<file path="config.mk">
export PLATFORM = sky130hd
export DESIGN_NAME = adat_frame_writer_flat
export DESIGN_NICKNAME = d
export VERILOG_FILES = /design/src/rtl/adat_frame_writer_if.sv /design/src/rtl/adat_frame_writer.sv /design/src/flat_wrapper.sv
export SDC_FILE = /design/constraint.sdc
export NUM_CORES = 1
export LEC_CHECK = 0
export ABC_CLOCK_PERIOD_IN_PS = 3300
export BUFFER_PORTS_ARGS = -buffer_cell sky130_fd_sc_hd__buf_2
export CAP_MARGIN = 20
export CORE_MARGIN = 2
export CORE_UTILIZATION = 47
export DETAILED_ROUTE_END_ITERATION = 6
export HOLD_SLACK_MARGIN = 0.12
export PLACE_DENSITY_LB_ADDON = 0.1
export SETUP_SLACK_MARGIN = 0.5
export SLEW_MARGIN = 10
export SYNTH_ARGS = -nofsm -noshare
export SYNTH_HDL_FRONTEND = slang
export SYNTH_SLANG_ARGS = --single-unit
</file>
<file path="constraint.sdc">
create_clock -name clk_i -period 3.3 [get_ports clk_i]
set_input_delay 0.66 -clock clk_i [delete_from_list [all_inputs] [get_ports clk_i]]
set_output_delay 0.66 -clock clk_i [all_outputs]
set_load 0.1 [all_outputs]
</file>
<file path="src/rtl/adat_frame_writer_if.sv">
// Sample handshake between the ADAT decoder (master) and adat_frame_writer (slave).
// The user-bit lane exists only when ADAT_FRAME_WRITER_USER_BITS_EN is defined.
interface adat_frame_writer_if;
    logic        sample_valid_i;
    logic [2:0]  sample_chan_i;
    logic [23:0] sample_i;
`ifdef ADAT_FRAME_WRITER_USER_BITS_EN
    logic [3:0]  user_bits_i;
`endif
    logic        sample_ready_o;

    modport master (
        input  sample_ready_o,
`ifdef ADAT_FRAME_WRITER_USER_BITS_EN
        output user_bits_i,
`endif
        output sample_valid_i, sample_chan_i, sample_i
    );

    modport slave (
        output sample_ready_o,
`ifdef ADAT_FRAME_WRITER_USER_BITS_EN
        input  user_bits_i,
`endif
        input  sample_valid_i, sample_chan_i, sample_i
    );
endinterface

</file>
<file path="src/rtl/adat_frame_writer.sv">
// Serialises 8 ADAT channel samples per frame into a 1-bit circular frame RAM and
// raises resync once the stream is trusted. Optional macro: ADAT_FRAME_WRITER_USER_BITS_EN.
module adat_frame_writer #(
    parameter int CIRC_BUF_BITS = 3,
    parameter int LOCK_FRAMES   = 4
) (
    input  logic                       clk_i,
    input  logic                       rst_i,
    input  logic                       adat_locked_i,
    adat_frame_writer_if.slave         bus,
    output logic [CIRC_BUF_BITS+7:0]   ram_write_addr_o,
    output logic                       ram_write_data_o,
    output logic                       ram_write_en_o,
    output logic [CIRC_BUF_BITS-1:0]   last_good_frame_idx_o,
    output logic                       resync_req_o,
    output logic                       frame_error_o
);
    typedef enum logic [1:0] {StWaitSync, StWrite, StCommit} state_t;

    localparam logic [3:0] LockTarget = 4'(LOCK_FRAMES);

    state_t state, state_next;

    logic [23:0]              shifter;
    logic [4:0]               bit_cnt;
    logic [2:0]               cur_chan;
    logic                     busy;
    logic [23:0]              hold_data;
    logic [2:0]               hold_chan;
    logic                     hold_full;
    logic [2:0]               expected_chan, expected_next;
    logic [CIRC_BUF_BITS-1:0] write_frame, last_good;
    logic [3:0]               good_cnt, good_inc;
    logic                     resync, frame_error;

    logic last_bit, ready, accept, in_order, pad_bit, write_bit;
    logic load_in, load_hold, hold_load, hold_clear;
    logic drop, frame_abort, commit, lock_abort;

`ifdef ADAT_FRAME_WRITER_USER_BITS_EN
    logic [3:0] user_q;

    // Slot 0 bits 24..27 carry user bits, bit 24 first = user_q[3].
    assign pad_bit = (cur_chan == 3'd0) && (bit_cnt[4:2] == 3'b110) && user_q[~bit_cnt[1:0]];
`else
    assign pad_bit = 1'b0;
`endif

    assign write_bit = (bit_cnt[4:3] == 2'b11) ? pad_bit : shifter[23];

    assign ram_write_en_o   = (state == StWrite) && busy;
    assign ram_write_addr_o = ram_write_en_o ? {write_frame, cur_chan, bit_cnt} : '0;
    assign ram_write_data_o = ram_write_en_o && write_bit;

    assign last_bit = ram_write_en_o && (bit_cnt == 5'd31);
    // The holding register can only drain into the shifter between channels of one frame.
    assign ready    = !hold_full || (last_bit && cur_chan != 3'd7);
    assign accept   = bus.sample_valid_i && ready;
    assign in_order = (bus.sample_chan_i == expected_chan);
    assign good_inc = (good_cnt == 4'hF) ? 4'hF : good_cnt + 4'd1;

    assign bus.sample_ready_o     = ready;
    assign last_good_frame_idx_o  = last_good;
    assign resync_req_o           = resync;
    assign frame_error_o          = frame_error;

    always_ff @(posedge clk_i) begin
        if (rst_i) state <= StWaitSync;
        else       state <= state_next;
    end

    // NOTE: every output of this block gets a default first, so no path leaves a value held (no latch).
    always_comb begin
        state_next    = state;
        expected_next = expected_chan;
        load_in       = 1'b0;
        load_hold     = 1'b0;
        hold_load     = 1'b0;
        hold_clear    = 1'b0;
        drop          = 1'b0;
        frame_abort   = 1'b0;
        commit        = 1'b0;
        lock_abort    = 1'b0;
        if (!adat_locked_i) begin
            lock_abort = 1'b1;
            state_next = StWaitSync;
        end else begin
            case (state)
                StWaitSync: begin
                    if (hold_full) begin
                        hold_clear = 1'b1;
                        if (hold_chan == 3'd0) begin
                            load_hold     = 1'b1;
                            expected_next = 3'd1;
                            state_next    = StWrite;
                        end
                    end else if (accept && bus.sample_chan_i == 3'd0) begin
                        load_in       = 1'b1;
                        expected_next = 3'd1;
                        state_next    = StWrite;
                    end
                end
                StWrite, StCommit: begin
                    if (state == StCommit) begin
                        commit     = 1'b1;
                        state_next = StWaitSync;
                    end else if (last_bit && cur_chan == 3'd7) begin
                        state_next = StCommit;
                    end
                    if (last_bit && cur_chan != 3'd7 && hold_full) begin
                        load_hold  = 1'b1;
                        hold_clear = 1'b1;
                    end
                    if (accept) begin
                        if (in_order) begin
                            expected_next = expected_chan + 3'd1;
                            if (state == StWrite &&
                                ((last_bit && cur_chan != 3'd7 && !hold_full) || !busy))
                                load_in = 1'b1;
                            else
                                hold_load = 1'b1;
                        end else begin
                            drop = 1'b1;
                            // expected_chan == 0 means the current frame is complete; only the stray sample is lost.
                            if (expected_chan != 3'd0) begin
                                load_hold  = 1'b0;
                                hold_clear = 1'b1;
                                if (bus.sample_chan_i == 3'd0) begin
                                    load_in       = 1'b1;
                                    expected_next = 3'd1;
                                    state_next    = StWrite;
                                end else begin
                                    frame_abort = 1'b1;
                                    state_next  = StWaitSync;
                                end
                            end
                        end
                    end
                end
                default: state_next = StWaitSync;
            endcase
        end
    end

    // NOTE: sequential state uses non-blocking assignments only; later statements override earlier ones.
    always_ff @(posedge clk_i) begin
        if (rst_i) begin
            shifter       <= '0;
            bit_cnt       <= '0;
            cur_chan      <= '0;
            busy          <= 1'b0;
            hold_data     <= '0;
            hold_chan     <= '0;
            hold_full     <= 1'b0;
            expected_chan <= '0;
            write_frame   <= CIRC_BUF_BITS'(1);
            last_good     <= '0;
            good_cnt      <= '0;
            resync        <= 1'b0;
            frame_error   <= 1'b0;
`ifdef ADAT_FRAME_WRITER_USER_BITS_EN
            user_q        <= '0;
`endif
        end else begin
            frame_error   <= drop;
            expected_chan <= expected_next;
            if (ram_write_en_o) begin
                shifter <= {shifter[22:0], 1'b0};
                bit_cnt <= bit_cnt + 5'd1;
                if (bit_cnt == 5'd31) busy <= 1'b0;
            end
            if (load_hold) begin
                shifter  <= hold_data;
                cur_chan <= hold_chan;
                bit_cnt  <= '0;
                busy     <= 1'b1;
            end
            if (load_in) begin
                shifter  <= bus.sample_i;
                cur_chan <= bus.sample_chan_i;
                bit_cnt  <= '0;
                busy     <= 1'b1;
            end
            if (hold_clear) hold_full <= 1'b0;
            if (hold_load) begin
                hold_data <= bus.sample_i;
                hold_chan <= bus.sample_chan_i;
                hold_full <= 1'b1;
            end
            if (frame_abort) busy <= 1'b0;
            if (commit) begin
                last_good   <= write_frame;
                write_frame <= write_frame + 1'b1;
                good_cnt    <= good_inc;
                if (good_inc >= LockTarget) resync <= 1'b1;
            end
            if (drop) good_cnt <= '0;
            if (lock_abort) begin
                busy      <= 1'b0;
                hold_full <= 1'b0;
                good_cnt  <= '0;
                resync    <= 1'b0;
            end
`ifdef ADAT_FRAME_WRITER_USER_BITS_EN
            if (accept && bus.sample_chan_i == 3'd0) user_q <= bus.user_bits_i;
`endif
        end
    end
endmodule

</file>
<file path="src/flat_wrapper.sv">
// flat-port wrapper written by rule: the top's interface ports become plain ports
module adat_frame_writer_flat 
#(
    parameter int CIRC_BUF_BITS = 3,
    parameter int LOCK_FRAMES   = 4
)
  (clk_i, rst_i, adat_locked_i, ram_write_addr_o, ram_write_data_o, ram_write_en_o, last_good_frame_idx_o, resync_req_o, frame_error_o, bus_sample_ready_o, bus_sample_valid_i, bus_sample_chan_i, bus_sample_i);
  adat_frame_writer_if bus_i ();
  input  logic clk_i;
  input  logic rst_i;
  input  logic adat_locked_i;
  output logic [CIRC_BUF_BITS+7:0] ram_write_addr_o;
  output logic ram_write_data_o;
  output logic ram_write_en_o;
  output logic [CIRC_BUF_BITS-1:0] last_good_frame_idx_o;
  output logic resync_req_o;
  output logic frame_error_o;
  output wire logic [$bits(bus_i.sample_ready_o)-1:0] bus_sample_ready_o;
  input wire logic [$bits(bus_i.sample_valid_i)-1:0] bus_sample_valid_i;
  input wire logic [$bits(bus_i.sample_chan_i)-1:0] bus_sample_chan_i;
  input wire logic [$bits(bus_i.sample_i)-1:0] bus_sample_i;
  assign bus_sample_ready_o = bus_i.sample_ready_o;
  assign bus_i.sample_valid_i = bus_sample_valid_i;
  assign bus_i.sample_chan_i = bus_sample_chan_i;
  assign bus_i.sample_i = bus_sample_i;
  adat_frame_writer #(.CIRC_BUF_BITS(CIRC_BUF_BITS), .LOCK_FRAMES(LOCK_FRAMES)) u_core (.clk_i(clk_i), .rst_i(rst_i), .adat_locked_i(adat_locked_i), .bus(bus_i), .ram_write_addr_o(ram_write_addr_o), .ram_write_data_o(ram_write_data_o), .ram_write_en_o(ram_write_en_o), .last_good_frame_idx_o(last_good_frame_idx_o), .resync_req_o(resync_req_o), .frame_error_o(frame_error_o));
endmodule
</file>
## Yosys cells after proc, flatten, opt, wreduce, memory -nomap -nowiden

Cells that the tools add are included.

| word-level totals | value |
|---|---|
| bits of input ports | 31 |
| register bits | 78 |
| word-level logic and storage cells | 138 |

| operators by class | value |
|---|---|
| $add $sub $neg | 4 |
| equality and inequality tests | 13 |
| reduce and logical (&&, ||, !) cells | 32 |
| order comparisons | 1 |
| multiplexer cells | 73 |
| bitwise operators | 1 |

Operators by type and width:

| operator | number |
|---|---|
| $mux W24 | 3 |
| $mux W1 | 46 |
| $mux W3 | 9 |
| $mux W2 | 8 |
| $mux W11 | 1 |
| $logic_and A1 B1 Y1 | 10 |
| $ne A3 B1 Y1 const B | 3 |
| $reduce_bool A3 Y1 | 3 |
| $reduce_or A3 Y1 | 3 |
| $reduce_and A7 Y1 | 1 |
| $add A3 B1 Y3 const B | 2 |
| $logic_not A3 Y1 | 2 |
| $ne A3 B3 Y1 const B | 2 |
| $pmux W1 S2 | 3 |
| $pmux W3 S2 | 1 |
| $reduce_and A2 Y1 | 3 |
| $reduce_bool A2 Y1 | 3 |
| $add A5 B1 Y5 const B | 1 |
| $eq A5 B5 Y1 const B | 1 |
| $add A4 B1 Y4 const B | 1 |
| $eq A2 B2 Y1 const B | 2 |
| $eq A4 B4 Y1 const B | 1 |
| $ge A4 B3 Y1 const B | 1 |
| $mux W4 | 1 |
| 10 further kinds | 13 |

## Depth between registers and ports, before layout

| logic depth | value |
|---|---|
| depth after elaboration | 14 |
| mapped depth | 12 |
| mapped depth without buffers | 9 |

## Worst setup path before layout

Ideal clock, no wire load.

| timing path | value |
|---|---|
| path kind | reg-to-output |
| from | register u_core.state[1] |
| to | output port ram_write_data_o |
| data required time | 2.640 ns |
| cell stages (with the launch flop) | 6 |
| slack | -0.226 ns |
| data arrival time | 2.866 ns |
| cells stage by stage | dfxtp_1 -> inv_1 -> ha_1 -> and2_1 -> buf_1 -> and3_1 |

| on the way | value |
|---|---|
| word-level cells in the longest chain between the ends | 3 |

Ends and longest elaborated chain:

| element | line | source |
|---|---|---|
| from (decl) | adat_frame_writer.sv:22 | `state_t state, state_next;` |
| from (signal assigned) | adat_frame_writer.sv:68 | `if (rst_i) state <= StWaitSync;` |
| from (signal assigned) | adat_frame_writer.sv:69 | `else state <= state_next;` |
| $eq A2 B1 Y1 | adat_frame_writer.sv:51 | `assign ram_write_en_o = (state == StWrite) && busy;` |
| $logic_and A1 B1 Y1 | adat_frame_writer.sv:51 |  |
| net ram_write_en_o | flat_wrapper.sv:14 | `output logic ram_write_en_o;` |
| $logic_and A1 B1 Y1 | adat_frame_writer.sv:53 | `assign ram_write_data_o = ram_write_en_o && write_bit;` |
| to (decl) | flat_wrapper.sv:13 | `output logic ram_write_data_o;` |

The timed path passes the listed nets, and every way through them passes these cells.

## Worst setup path in the final report

| timing path | value |
|---|---|
| from | register u_core.state[1] |
| to | output port ram_write_data_o |

| on the way | value |
|---|---|
| word-level cells in the longest chain between the ends | 3 |

Ends and longest elaborated chain:

| element | line |
|---|---|
| $eq A2 B1 Y1 | adat_frame_writer.sv:51 |
| $logic_and A1 B1 Y1 | adat_frame_writer.sv:51 |
| $logic_and A1 B1 Y1 | adat_frame_writer.sv:53 |

No other way between the ends.

==> results.toml <==
[run_status]
outcome = "finished, final reports clean"

[cts]
root_buffer = "clkbuf_8"
cts_buffers = 9
path_clk_slew_ns = 0.08
cts_hold_buf = 0
htree_levels = 3
clkLatencyLatePin_ns = 0.35
clock-sinks = 78
cts.path.max_buffers = 2
cts_tree = "yes"

[finish]
instances_no_fill = 551
postLayoutCoreUtil_pct = 55.56
drive_gt1_share_pct = 29.60
seq_area_mm2 = 0.001562
multi_input_area_mm2 = 0.002233
antenna_cells = 0
fin_nets = 483
synthToLayoutAreaGrowth_pct = 15.81
num-fill-cells = 735

[detailed_routing]
vias = 3000
avgRoutedWirePerCell_um = 15.12
dr.pass1.iters = 4
drtIter0Drc = 63
remaining_drc_errors = 0
postRouteAntennaNets = 0
drt_wl_total_mm = 8.330
routed_via_density = 5.445

[worst_setup_path]
critical_path.max_stage_delay_ns = 0.35
cp.arrival_ns = 1.99
slowest_stage = "dfxtp_1"
crit_path_end_kind = "output pin"
required_ns = 2.64
cp_max_fo = 13
worst_path_most_repeated_cell = "buf_4"
worstSetupPathType = "flop to output pin"
path_delay_family = "buffers and inverters"
start_kind = "flop"
path_cells = "inv_1 -> ha_2 -> and2_1 -> buf_4 -> and3_2 -> buf_4"
path_buf_inv = 3

[pwr]
power_density_mw_per_mm2 = 401.6
ir_worst_vdd_uv = 219.5
leakage_uw = 0.002073

[synth]
syn_inst = 397
ys_seq_elements = 78
synth_area_leaders = "dfxtp_1 (40%), mux2_2 (12%), mux2i_1 (8.5%), a22o_1 (5.2%), nor2_1 (4.4%)"
ys_async_sr_fraction_pct = 0
ys_seq_area_share_pct = 40.01
syn_nets = 439
synth_warnings = 0
syn_area_mm2 = 0.003902
avgSynthCellArea_um2 = 9.830
synth_edf_count = 0
yosysTopAreaCell = "dfxtp_1"
synth_top_area_share_pct = 40.01
ys_types = 50
yosys_most_used_dff = "dfxtp_1"

[sta]
max-slew-margin-rel_pct = 39.70
final_max_slew_viol_count = 0
fmax_ghz = 0.3777
tns_ns = 0
fin_crit_sh_pct = 80.23
rsz0062_at_grt = "yes"
fin_worst_skew_ns = 0.007560
setup_viol_count_final = 0
timing.hold.ws_ns = 0.4526
hold_viol_final = 0
period_needed_ns = 2.647
worstMarginPinSlew_ns = 0.9046

[die]
dieWidth_um = 95.12
dieArea_mm2 = 0.009048
die_h_um = 95.12
rows = 33
coreArea_mm2 = 0.008134
io_pins = 50
initial_core_util_pct = 47.98

[placed_design]
hpwl_mm = 5.518
gp_congestion = 0.7938
place_inst = 535
io_buffers = 49

[global_route]
grt_pass1_wl_mm = 13.66
grt_use_total_pct = 19.45
grt_pass1_vias = 2835
grt_max_degree = 33
antenna_found_initial = 0
grt_overflow = 0

[run]
drv_cap = 0

[hold_path]
hold_path_class = "flop to flop"
-- where the power goes --
group | internal, uW | total (uW) | switching [uW]
clock | 425 | 785 | 360
sequential | 942 | 944 | 1.85
combinational | 34.0 | 85.8 | 51.8
total | 1400 | 1810 | 414
-- what timing repair did --
item | 4_1_cts | 5_1_grt
gates resized for setup | 5 | 8
buffers inserted | 0 | 0
setup endpoints to repair | 25 | 53
-- cells by family after synthesis --
kind of cell / Yosys count / share of synthesized area [%]
fa+ha+maj: 11 / 3.527
compound gates: 57 / 11.54
simple gates: 124 / 15.52
flops: 78 / 40.01
xor+xnor: 8 / 1.796
mux: 85 / 23.57
buf+inv: 34 / 4.039
-- synthesized netlist by cell type (2+ instances only) --
cell type and n:
a211oi_1 4, a21oi_1 11, a22o_1 23, a41oi_1 2
and2_1 2, and3_1 15, buf_2 9, buf_6 2
clkbuf_1 12, dfxtp_1 78, ha_1 11, inv_1 9
mux2_1 8, mux2_2 43, mux2i_1 33, nand2_1 24
nand2b_1 2, nand3_1 10, nand4_1 3, nor2_1 46
nor2b_1 3, nor3_1 6, o21ai_0 4, o21bai_1 2
o22ai_1 2, or3_1 2, or4b_1 2, xnor2_1 5
xor2_1 3
-- sequential cells by signal, summed over array words and instances (netlist names), 2 cells and up --
signal	cells
u_core.bit_cnt	5
u_core.hold_data	24
u_core.write_frame	3
u_core.cur_chan	3
u_core.good_cnt	4
u_core.state	2
u_core.last_good_frame_idx_o	3
u_core.hold_chan	3
u_core.expected_chan	3
u_core.shifter	24
-- metrics by stage --
stage / instance area, um^2 / setup slack [ns] / power, uW
finish: 4519 / 0.6526 / 1815
global route: 4519 / 0.4947 / 1883
CTS: 4484 / 0.5049 / 1837
floorplan: 3914 / 0.4965 / 1011
global placement: 4253 / 0.4425 / 1050
detailed placement: 4253 / 0.4189 / 1050
-- layer usage --
metal | global-route usage [%] | vias up | wire, um
li1 | - | 1516 | -
met1 | 25.28 | 1408 | 3957
met2 | 31.51 | 64 | 3936
met3 | 3.320 | 12 | 289
met4 | 8.937 | 0 | 147
met5 | 0 | - | 0
-- tightest hold or removal path, delay by kind of cell, from the launching register on --
kind,cells,cell delay (ns)
simple gates,1,0.05
flops,1,0.31
compound gates,1,0.05
-- layout by cell type, fill, tap and decap left out, types with 3 or more instances in the layout --
| cell | instances |
|---|---|
| buf_2 | 47 |
| buf_4 | 7 |
| nor2_1 | 46 |
| a211oi_1 | 4 |
| o21ai_0 | 4 |
| nand4_1 | 3 |
| a21oi_1 | 11 |
| nor3_1 | 6 |
| nor2b_1 | 3 |
| xnor2_1 | 5 |
| nand3_1 | 10 |
| a22o_1 | 23 |
| mux2_2 | 43 |
| xor2_1 | 3 |
| mux2i_1 | 33 |
| dfxtp_1 | 78 |
| mux2_1 | 8 |
| inv_1 | 9 |
| clkbuf_8 | 9 |
| nand2_1 | 22 |
| and3_1 | 14 |
| ha_1 | 8 |
-- final timing paths --
check	from	to	slack (ns)	depth (start not counted)
worst max-delay path	u_core.state[1]	ram_write_data_o	0.65	6
worst min-delay path	u_core.last_good_frame_idx_o[2]	u_core.last_good_frame_idx_o[2]	0.45	2
worst max register to register	u_core.bit_cnt[0]	u_core.shifter[23]	0.66	10
worst min register to register	u_core.last_good_frame_idx_o[2]	u_core.last_good_frame_idx_o[2]	0.45	2
-- cell type report --
class                           instances  share of cell area [%]
Clock buffer                           10                   2.824
Sequential cell                        78                   34.55
Clock inverter                          6                   1.910
Tap cell                              105                   2.907
Multi-Input combinational cell        285                   49.42
Inverter                                9                  0.7475
Timing Repair Buffer                   58                   7.641
No activity file was read; power rests on OpenSTA's default activity.
